**config.mk**
```make
export PLATFORM = sky130hd
export DESIGN_NAME = i2c_fifo_flat
export DESIGN_NICKNAME = d
export VERILOG_FILES = /design/src/rtl/i2c_fifo_if.sv /design/src/rtl/i2c_fifo.sv /design/src/flat_wrapper.sv
export SDC_FILE = /design/constraint.sdc
export NUM_CORES = 1
export LEC_CHECK = 0
export CORE_ASPECT_RATIO = 1.4
export CORE_MARGIN = 2
export CORE_UTILIZATION = 25
export CTS_BUF_LIST = sky130_fd_sc_hd__clkbuf_4 sky130_fd_sc_hd__clkbuf_8
export CTS_CLUSTER_SIZE = 24
export DETAILED_ROUTE_END_ITERATION = 16
export PLACE_DENSITY_LB_ADDON = 0.15
export SETUP_SLACK_MARGIN = 0.02
export SLEW_MARGIN = 40
export SYNTH_ARGS = -nofsm -noshare
export SYNTH_HDL_FRONTEND = slang
export SYNTH_SLANG_ARGS = --single-unit
```
**constraint.sdc**
```tcl
create_clock -name pclk -period 10.7 [get_ports pclk]
set_input_delay 1.605 -clock pclk [delete_from_list [all_inputs] [get_ports pclk]]
set_output_delay 1.605 -clock pclk [all_outputs]
set_load 0.1 [all_outputs]
```
**src/rtl/i2c_fifo_if.sv**
```systemverilog
// Handshake bundle between a FIFO user and i2c_fifo: level write/pop enables in, head word and status out.
// The master modport is the FIFO user (APB slave or I2C core); the slave modport is the FIFO itself.
interface i2c_fifo_if #(
   parameter int DWIDTH = 32,
   parameter int AWIDTH = 4
);
   logic              wr_en;
   logic [DWIDTH-1:0] data_in;
   logic              rd_en;
   logic [DWIDTH-1:0] data_out;
   logic              empty;
   logic              full;
   logic [AWIDTH:0]   count;
   logic              overflow;
   logic              underflow;

   modport master (
      output wr_en, data_in, rd_en,
      input  data_out, empty, full, count, overflow, underflow
   );

   modport slave (
      input  wr_en, data_in, rd_en,
      output data_out, empty, full, count, overflow, underflow
   );
endinterface

```
**src/rtl/i2c_fifo.sv**
```systemverilog
// First-word-fall-through FIFO: a write is visible on data_out one edge later, a read pops with zero latency.
// No stall signals: a write while full or a pop while empty is dropped and flagged by a one-cycle pulse.
module i2c_fifo #(
   parameter int DWIDTH = 32,
   parameter int AWIDTH = 4
) (
   input  logic         pclk,
   input  logic         presetn,
   i2c_fifo_if.slave    bus
);
   localparam int              DEPTH   = 1 << AWIDTH;
   localparam logic [AWIDTH:0] PTR_ONE = 1;

   logic [DWIDTH-1:0] mem_q [DEPTH];
   logic [DWIDTH-1:0] mem_d [DEPTH];
   logic [AWIDTH:0]   wr_ptr_q, wr_ptr_d;
   logic [AWIDTH:0]   rd_ptr_q, rd_ptr_d;
   logic              overflow_q, overflow_d;
   logic              underflow_q, underflow_d;
   logic              is_empty, is_full;
   logic              wr_accept, rd_accept;

   // Extra pointer MSB distinguishes a full ring from an empty one.
   assign is_empty = (wr_ptr_q == rd_ptr_q);
   assign is_full  = (wr_ptr_q[AWIDTH-1:0] == rd_ptr_q[AWIDTH-1:0]) &&
                     (wr_ptr_q[AWIDTH] != rd_ptr_q[AWIDTH]);

   always_comb begin
      mem_d       = mem_q;
      wr_ptr_d    = wr_ptr_q;
      rd_ptr_d    = rd_ptr_q;
      wr_accept   = bus.wr_en && !is_full;
      rd_accept   = bus.rd_en && !is_empty;
      overflow_d  = bus.wr_en && is_full;
      underflow_d = bus.rd_en && is_empty;

      if (wr_accept) begin
         mem_d[wr_ptr_q[AWIDTH-1:0]] = bus.data_in;
         wr_ptr_d                    = wr_ptr_q + PTR_ONE;
      end
      if (rd_accept) begin
         rd_ptr_d = rd_ptr_q + PTR_ONE;
      end
   end

   always_ff @(posedge pclk or negedge presetn) begin
      if (!presetn) begin
         wr_ptr_q    <= '0;
         rd_ptr_q    <= '0;
         overflow_q  <= 1'b0;
         underflow_q <= 1'b0;
      end else begin
         wr_ptr_q    <= wr_ptr_d;
         rd_ptr_q    <= rd_ptr_d;
         overflow_q  <= overflow_d;
         underflow_q <= underflow_d;
      end
   end

   // Storage is deliberately left out of reset; emptiness is tracked by the pointers alone.
   always_ff @(posedge pclk) begin
      mem_q <= mem_d;
   end

   assign bus.data_out  = mem_q[rd_ptr_q[AWIDTH-1:0]];
   assign bus.empty     = is_empty;
   assign bus.full      = is_full;
   assign bus.count     = wr_ptr_q - rd_ptr_q;
   assign bus.overflow  = overflow_q;
   assign bus.underflow = underflow_q;
endmodule

```
**src/flat_wrapper.sv**
```systemverilog
// flat-port wrapper written by rule: the top's interface ports become plain ports
module i2c_fifo_flat 
#(
   parameter int DWIDTH = 32,
   parameter int AWIDTH = 4
)
  (pclk, presetn, bus_wr_en, bus_data_in, bus_rd_en, bus_data_out, bus_empty, bus_full, bus_count, bus_overflow, bus_underflow);
  i2c_fifo_if #(.DWIDTH(DWIDTH), .AWIDTH(AWIDTH)) bus_i ();
  input  logic pclk;
  input  logic presetn;
  input wire logic [$bits(bus_i.wr_en)-1:0] bus_wr_en;
  input wire logic [$bits(bus_i.data_in)-1:0] bus_data_in;
  input wire logic [$bits(bus_i.rd_en)-1:0] bus_rd_en;
  output wire logic [$bits(bus_i.data_out)-1:0] bus_data_out;
  output wire logic [$bits(bus_i.empty)-1:0] bus_empty;
  output wire logic [$bits(bus_i.full)-1:0] bus_full;
  output wire logic [$bits(bus_i.count)-1:0] bus_count;
  output wire logic [$bits(bus_i.overflow)-1:0] bus_overflow;
  output wire logic [$bits(bus_i.underflow)-1:0] bus_underflow;
  assign bus_i.wr_en = bus_wr_en;
  assign bus_i.data_in = bus_data_in;
  assign bus_i.rd_en = bus_rd_en;
  assign bus_data_out = bus_i.data_out;
  assign bus_empty = bus_i.empty;
  assign bus_full = bus_i.full;
  assign bus_count = bus_i.count;
  assign bus_overflow = bus_i.overflow;
  assign bus_underflow = bus_i.underflow;
  i2c_fifo #(.DWIDTH(DWIDTH), .AWIDTH(AWIDTH)) u_core (.pclk(pclk), .presetn(presetn), .bus(bus_i));
endmodule
```
==> results_dict.tcl, run 1 <==
set metrics [dict create \
    synthCells 1011 \
    fmax_mhz 171 \
    synth_nets 1057 \
    drt-initial-drc-count 653 \
    die_w_um 245 \
    hpwl_mm 28.0 \
    cts_tree "yes" \
    ys_seq_area_share_pct 77.0 \
    drc 0 \
    min_period_ps 5860 \
    final_cell_mix "edfxtp_1 (512), mux2i_1 (128), clkbuf_8 (87)" \
    fin_cells 2265 \
    cts_setup_buffers 0 \
    final_common_cell "edfxtp_1" \
    antenna_left 0 \
    crit_path_top_delay_cell "buf_4" \
    io-pin-count 77 \
    cts-resized-gates 0 \
    drv_cap 0 \
    cts_root_buffer "clkbuf_8" \
    tightest_slew_ps 790 \
    critical_path.top_delay_family "buffers and inverters" \
    async_flop_share_pct 2.29 \
    cts_inserted_buffers 83 \
    cp_max_fo 58 \
    vias 10100 \
    clk_path_buf_depth 3 \
    place_congestion 0.659 \
    std_cell_rows 123 \
    track_usage_pct 13.0 \
    swShare_pct 44.4 \
    start_util_pct 25.3 \
    route.final.wire_length_mm 53.9 \
    cts-hold-fix-buffers 0 \
    switchingPower_mw 3.29 \
    outcome "completed" \
    io_buffers 76 \
    p_int_mw 4.12 \
    p_comb_share_pct 42.8 \
    setup_viol 0 \
    rsz0062_at_grt "no" \
    final_max_slew_viol_count 0 \
    power_frac_seq_pct 34.9 \
    clk_pin_slew_ps 60 \
    startpoint_type "flop" \
    nets 1190 \
    ys_ff_latch 524 \
    grt_max_degree 59 \
    h-tree-depth 3 \
    finalHoldWorstSlack_ps 545 \
    drive_above_1_share_pct 23.4 \
    area_delta_synth_final_pct 17.0 \
    crit_arrival_ps 4250 \
    placedCellCount 2121 \
    worstPathCellList "buf_12 > buf_16 > buf_4 > ha_1 > fa_1 > inv_1 > a21o_1 > a21oi_1 > xnor2_1 > buf_2" \
    via_per_inst 4.46 \
    skew_ps 17.6 \
    yosysWarnings 0 \
    fillers 7810 \
    antenna_found_initial 2 \
    hold_violations 0 \
    die_h_um 342 \
    cp_num_buf_inv 5 \
    slew_headroom_pct 47.3 \
    p_total_mw 7.41 \
    tns_ps 0 \
    vdd_drop_max_mv 0.183 \
    p_clk_share_pct 22.3 \
    p_leak_nw 7.78 \
    fin_crit_sh_pct 54.7 \
    firstDrtPassIters 5 \
    synth_ff_type "edfxtp_1" \
    hold_class "flop to flop" \
    cp_data_required_time_ps 9100 \
    synth_area_um2 20400 \
    synth.distinct_cells 32 \
    avgSynthCellArea_um2 20.1 \
    synth_edf_count 512 \
    slowest_delay_ps 690 \
    cts.sinks 524 \
    cp-end-kind "output port" \
    grt_pass1_vias 10800 \
    dieArea_um2 83800 \
    grt_overflow_total 0 \
    clock_latency_ps 660 \
    p_per_area_nw_per_um2 311 \
    core_region_area_um2 80500 \
    grt_pass1_wl_mm 77.9 \
    wire_per_inst_um 23.8 \
    critPathKind "flop to output port" \
]
-- power by group through the flow --
| stage | registers, mW | clock network (mW) | logic [mW] |
|---|---|---|---|
| detailed placement | 2.63 | 0 | 3.25 |
| global route | 2.61 | 1.79 | 3.37 |
| finish | 2.59 | 1.65 | 3.17 |
| global placement | 2.63 | 0 | 3.40 |
| floorplan | 2.57 | 0 | 2.52 |
| CTS | 2.59 | 1.72 | 3.26 |
-- stage by stage --
step	instance area, um^2	utilization [%]	setup WS [ps]
2_1_floorplan	20400	-	5950
3_3_place_gp	22400	27.9	4850
3_5_place_dp	22300	27.6	5470
4_1_cts	23800	29.6	4710
5_1_grt	23800	29.6	4560
6_report	23800	29.6	4840
-- synth_stat cells, types with 4 or more instances --
cell | count | area [um^2]
inv_1 | 11 | 41.3
dfrtp_1 | 12 | 300
a221oi_1 | 64 | 561
buf_6 | 14 | 158
nand2_1 | 40 | 150
ha_1 | 9 | 113
nor3_1 | 5 | 25.0
o21ai_0 | 34 | 170
nor2_1 | 13 | 48.8
nand4_1 | 4 | 25.0
edfxtp_1 | 512 | 15400
a22oi_1 | 32 | 240
buf_4 | 6 | 45.0
buf_2 | 18 | 90.1
clkbuf_1 | 16 | 60.1
mux4_2 | 62 | 1400
xnor2_1 | 11 | 96.3
mux2i_1 | 128 | 1280
-- cell families after synthesis --
kind of cell               Yosys count  share of synthesized area [%]
muxes                              192                           13.4
AOI/OAI and AO/OA                  136                           4.97
and+or+nand+nor                     69                           1.44
DFF                                524                           77.0
buffers and inverters               67                           1.97
adders and majority gates           10                          0.651
xor gates and xnor gates            13                          0.559
-- registers in the layout, indices dropped and copies added (netlist names) --
register and count:
u_core.bus.overflow 1, u_core.bus.underflow 1, u_core.mem_q 512, u_core.rd_ptr_q 5, u_core.wr_ptr_q 5
-- final cells by class --
class	count	area (um^2)	share of cell area (%)
Clock inverter	32	185	0.778
Clock buffer	111	1380	5.78
Antenna cell	1	2.50	0.0105
Tap cell	1062	1330	5.58
Timing Repair Buffer	104	798	3.35
Sequential cell	524	15700	65.9
Multi-Input combinational cell	420	4400	18.5
Inverter	11	43.8	0.184
-- final timing paths --
path                                                      from                             end  slack, ps  cells after the start
worst min register to register  u_core.rd_ptr_q[4]$_DFFE_PN0P_  u_core.rd_ptr_q[4]$_DFFE_PN0P_        540                      1
min in group asynchronous                              presetn  u_core.wr_ptr_q[0]$_DFFE_PN0P_       1340                      1
worst max register to register  u_core.rd_ptr_q[0]$_DFFE_PN0P_     u_core.mem_q[242]$_DFFE_PP_       5680                      9
worst min-delay path            u_core.rd_ptr_q[4]$_DFFE_PN0P_  u_core.rd_ptr_q[4]$_DFFE_PN0P_        540                      1
max in group asynchronous                              presetn  u_core.rd_ptr_q[1]$_DFFE_PN0P_       8880                      1
worst max-delay path            u_core.rd_ptr_q[0]$_DFFE_PN0P_                    bus_count[4]       4840                     10
-- layer usage --
| layer | global-route usage [%] | vias up | part of all wire, % |
|---|---|---|---|
| met1 | 15.2 | 5326 | 40 |
| met4 | 4.90 | 2 | 2.4 |
| met3 | 2.24 | 85 | 3.7 |
| met2 | 23.6 | 211 | 53 |
| met5 | 0 | - | 0.024 |
| li1 | - | 4470 | - |
(Power assumes the default switching activity.)
==> inputs of run 2 (changes only) <==
Clock period 10.7 ns to 5.39 ns, I/O delays scaled along.
==> results_dict.tcl, run 2 (synthesis gave the netlist of run 1 again) <==
set metrics [dict create \
    wl_met3_mm 1.81 \
    h-tree-depth 3 \
    critPathKind "flop to output port" \
    cp-end-kind "output port" \
    clock_latency_ps 670 \
    power_frac_seq_pct 34.2 \
    cp_max_fo 49 \
    std_cell_rows 123 \
    drive_above_1_share_pct 24.3 \
    startpoint_type "flop" \
    die_w_um 245 \
    grt_pass1_wl_mm 78.6 \
    swShare_pct 43.9 \
    p_int_mw 8.39 \
    vdd_drop_max_mv 0.514 \
    p_leak_nw 7.89 \
    drc 0 \
    die_h_um 342 \
    start_util_pct 25.3 \
    final_cell_mix "edfxtp_1 (512), mux2i_1 (128), clkbuf_8 (87)" \
    cts_root_buffer "clkbuf_8" \
    rsz0062_at_grt "no" \
    tns_ps 0 \
    grt_pass1_vias 11000 \
    grt_overflow_total 0 \
    vias 10200 \
    area_delta_synth_final_pct 18.0 \
    largestRegisters "u_core.mem_q: 512 flops, u_core.rd_ptr_q: 5 flops, u_core.wr_ptr_q: 5 flops" \
    io-pin-count 77 \
    nets 1197 \
    antenna_left 0 \
    place_ws_ps 1530 \
    place_congestion 0.686 \
    p_clk_share_pct 22.2 \
    wl_met2_mm 28.1 \
    p_comb_share_pct 43.6 \
    core_region_area_um2 80500 \
    cts.sinks 524 \
    cts_inserted_buffers 85 \
    finalHoldWorstSlack_ps 536 \
    final_common_cell "edfxtp_1" \
    via_per_inst 4.48 \
    clk_pin_slew_ps 60 \
    largest_reg_flops 512 \
    route.final.wire_length_mm 54.4 \
    outcome "completed" \
    track_usage_pct 13.1 \
    min_period_ps 4410 \
    setup_viol 0 \
    fin_crit_sh_pct 81.9 \
    clk_path_buf_depth 3 \
    hold_class "flop to flop" \
    cts-resized-gates 0 \
    switchingPower_mw 6.57 \
    drt-initial-drc-count 518 \
    p_total_mw 15.0 \
    cts_setup_buffers 0 \
    cp_data_required_time_ps 4580 \
    wire_per_inst_um 24.0 \
    routedLengthMet1_mm 23.4 \
    cts-hold-fix-buffers 0 \
    fin_ws_ps 978 \
    maxUsedRoutingLayer "met4" \
    regMostFlops "u_core.mem_q" \
    slew_headroom_pct 46.3 \
    crit_arrival_ps 3600 \
    io_buffers 76 \
    final_max_slew_viol_count 0 \
    hold_violations 0 \
    dieArea_um2 83800 \
    skew_ps 32.4 \
    grt_max_degree 56 \
    hpwl_mm 29.1 \
    antenna_found_initial 2 \
    drv_cap 0 \
    cts_tree "yes" \
    fmax_mhz 227 \
    tightest_slew_ps 806 \
    firstDrtPassIters 5 \
    p_per_area_nw_per_um2 623 \
]
run 2: stage by stage:
step | util, % | area, um^2 | std cells
2_1_floorplan | - | 20400 | 1011
3_3_place_gp | 28.0 | 22500 | 2126
3_5_place_dp | 27.9 | 22400 | 2126
4_1_cts | 29.8 | 24000 | 2269
5_1_grt | 29.8 | 24000 | 2271
6_report | 29.8 | 24000 | 2271
run 2: worst paths after layout:
check	from	endpoint	slack, ps	cells past startpoint
setup / recovery	u_core.rd_ptr_q[1]$_DFFE_PN0P_	bus_data_out[18]	980	6
hold / removal	u_core.wr_ptr_q[4]$_DFFE_PN0P_	u_core.wr_ptr_q[4]$_DFFE_PN0P_	540	1
setup reg to reg	u_core.rd_ptr_q[3]$_DFFE_PN0P_	u_core.mem_q[487]$_DFFE_PP_	1830	7
hold reg to reg	u_core.wr_ptr_q[4]$_DFFE_PN0P_	u_core.wr_ptr_q[4]$_DFFE_PN0P_	540	1
max in group asynchronous	presetn	u_core.rd_ptr_q[0]$_DFFE_PN0P_	4360	1
min in group asynchronous	presetn	u_core.rd_ptr_q[1]$_DFFE_PN0P_	550	1
run 2: area by class of cell:
cell class / instances / area (um^2)
Clock buffer: 121 / 1450
Sequential cell: 524 / 15700
Multi-Input combinational cell: 420 / 4390
Timing Repair Buffer: 109 / 978
Inverter: 11 / 41.3
Clock inverter: 22 / 135
Fill cell: 7803 / 56500
Antenna cell: 2 / 5.00
Tap cell: 1062 / 1330
run 2: routing by layer:
layer / vias up / GRT usage, %
met4: 0 / 4.28
met1: 5427 / 16.2
met5: - / 0
met3: 76 / 2.30
met2: 187 / 22.9
li1: 4481 / -
run 2: power groups by stage:
| stage | combinational, mW | clock (mW) | sequential, mW |
|---|---|---|---|
| 6_report | 6.53 | 3.32 | 5.11 |
| 5_1_grt | 6.91 | 3.61 | 5.15 |
| 4_1_cts | 6.69 | 3.46 | 5.13 |
| 3_5_place_dp | 6.68 | 0 | 5.21 |
| 3_3_place_gp | 6.82 | 0 | 5.20 |
| 2_1_floorplan | 5.00 | 0 | 5.11 |
run 2: critical path: stages, from the launching register on:
cell      delay [ps]
dfrtp_4          690
and2_2           510
buf_4            680
a221oi_1         300
o21ai_0          310
nand2_1          150
buf_4            250
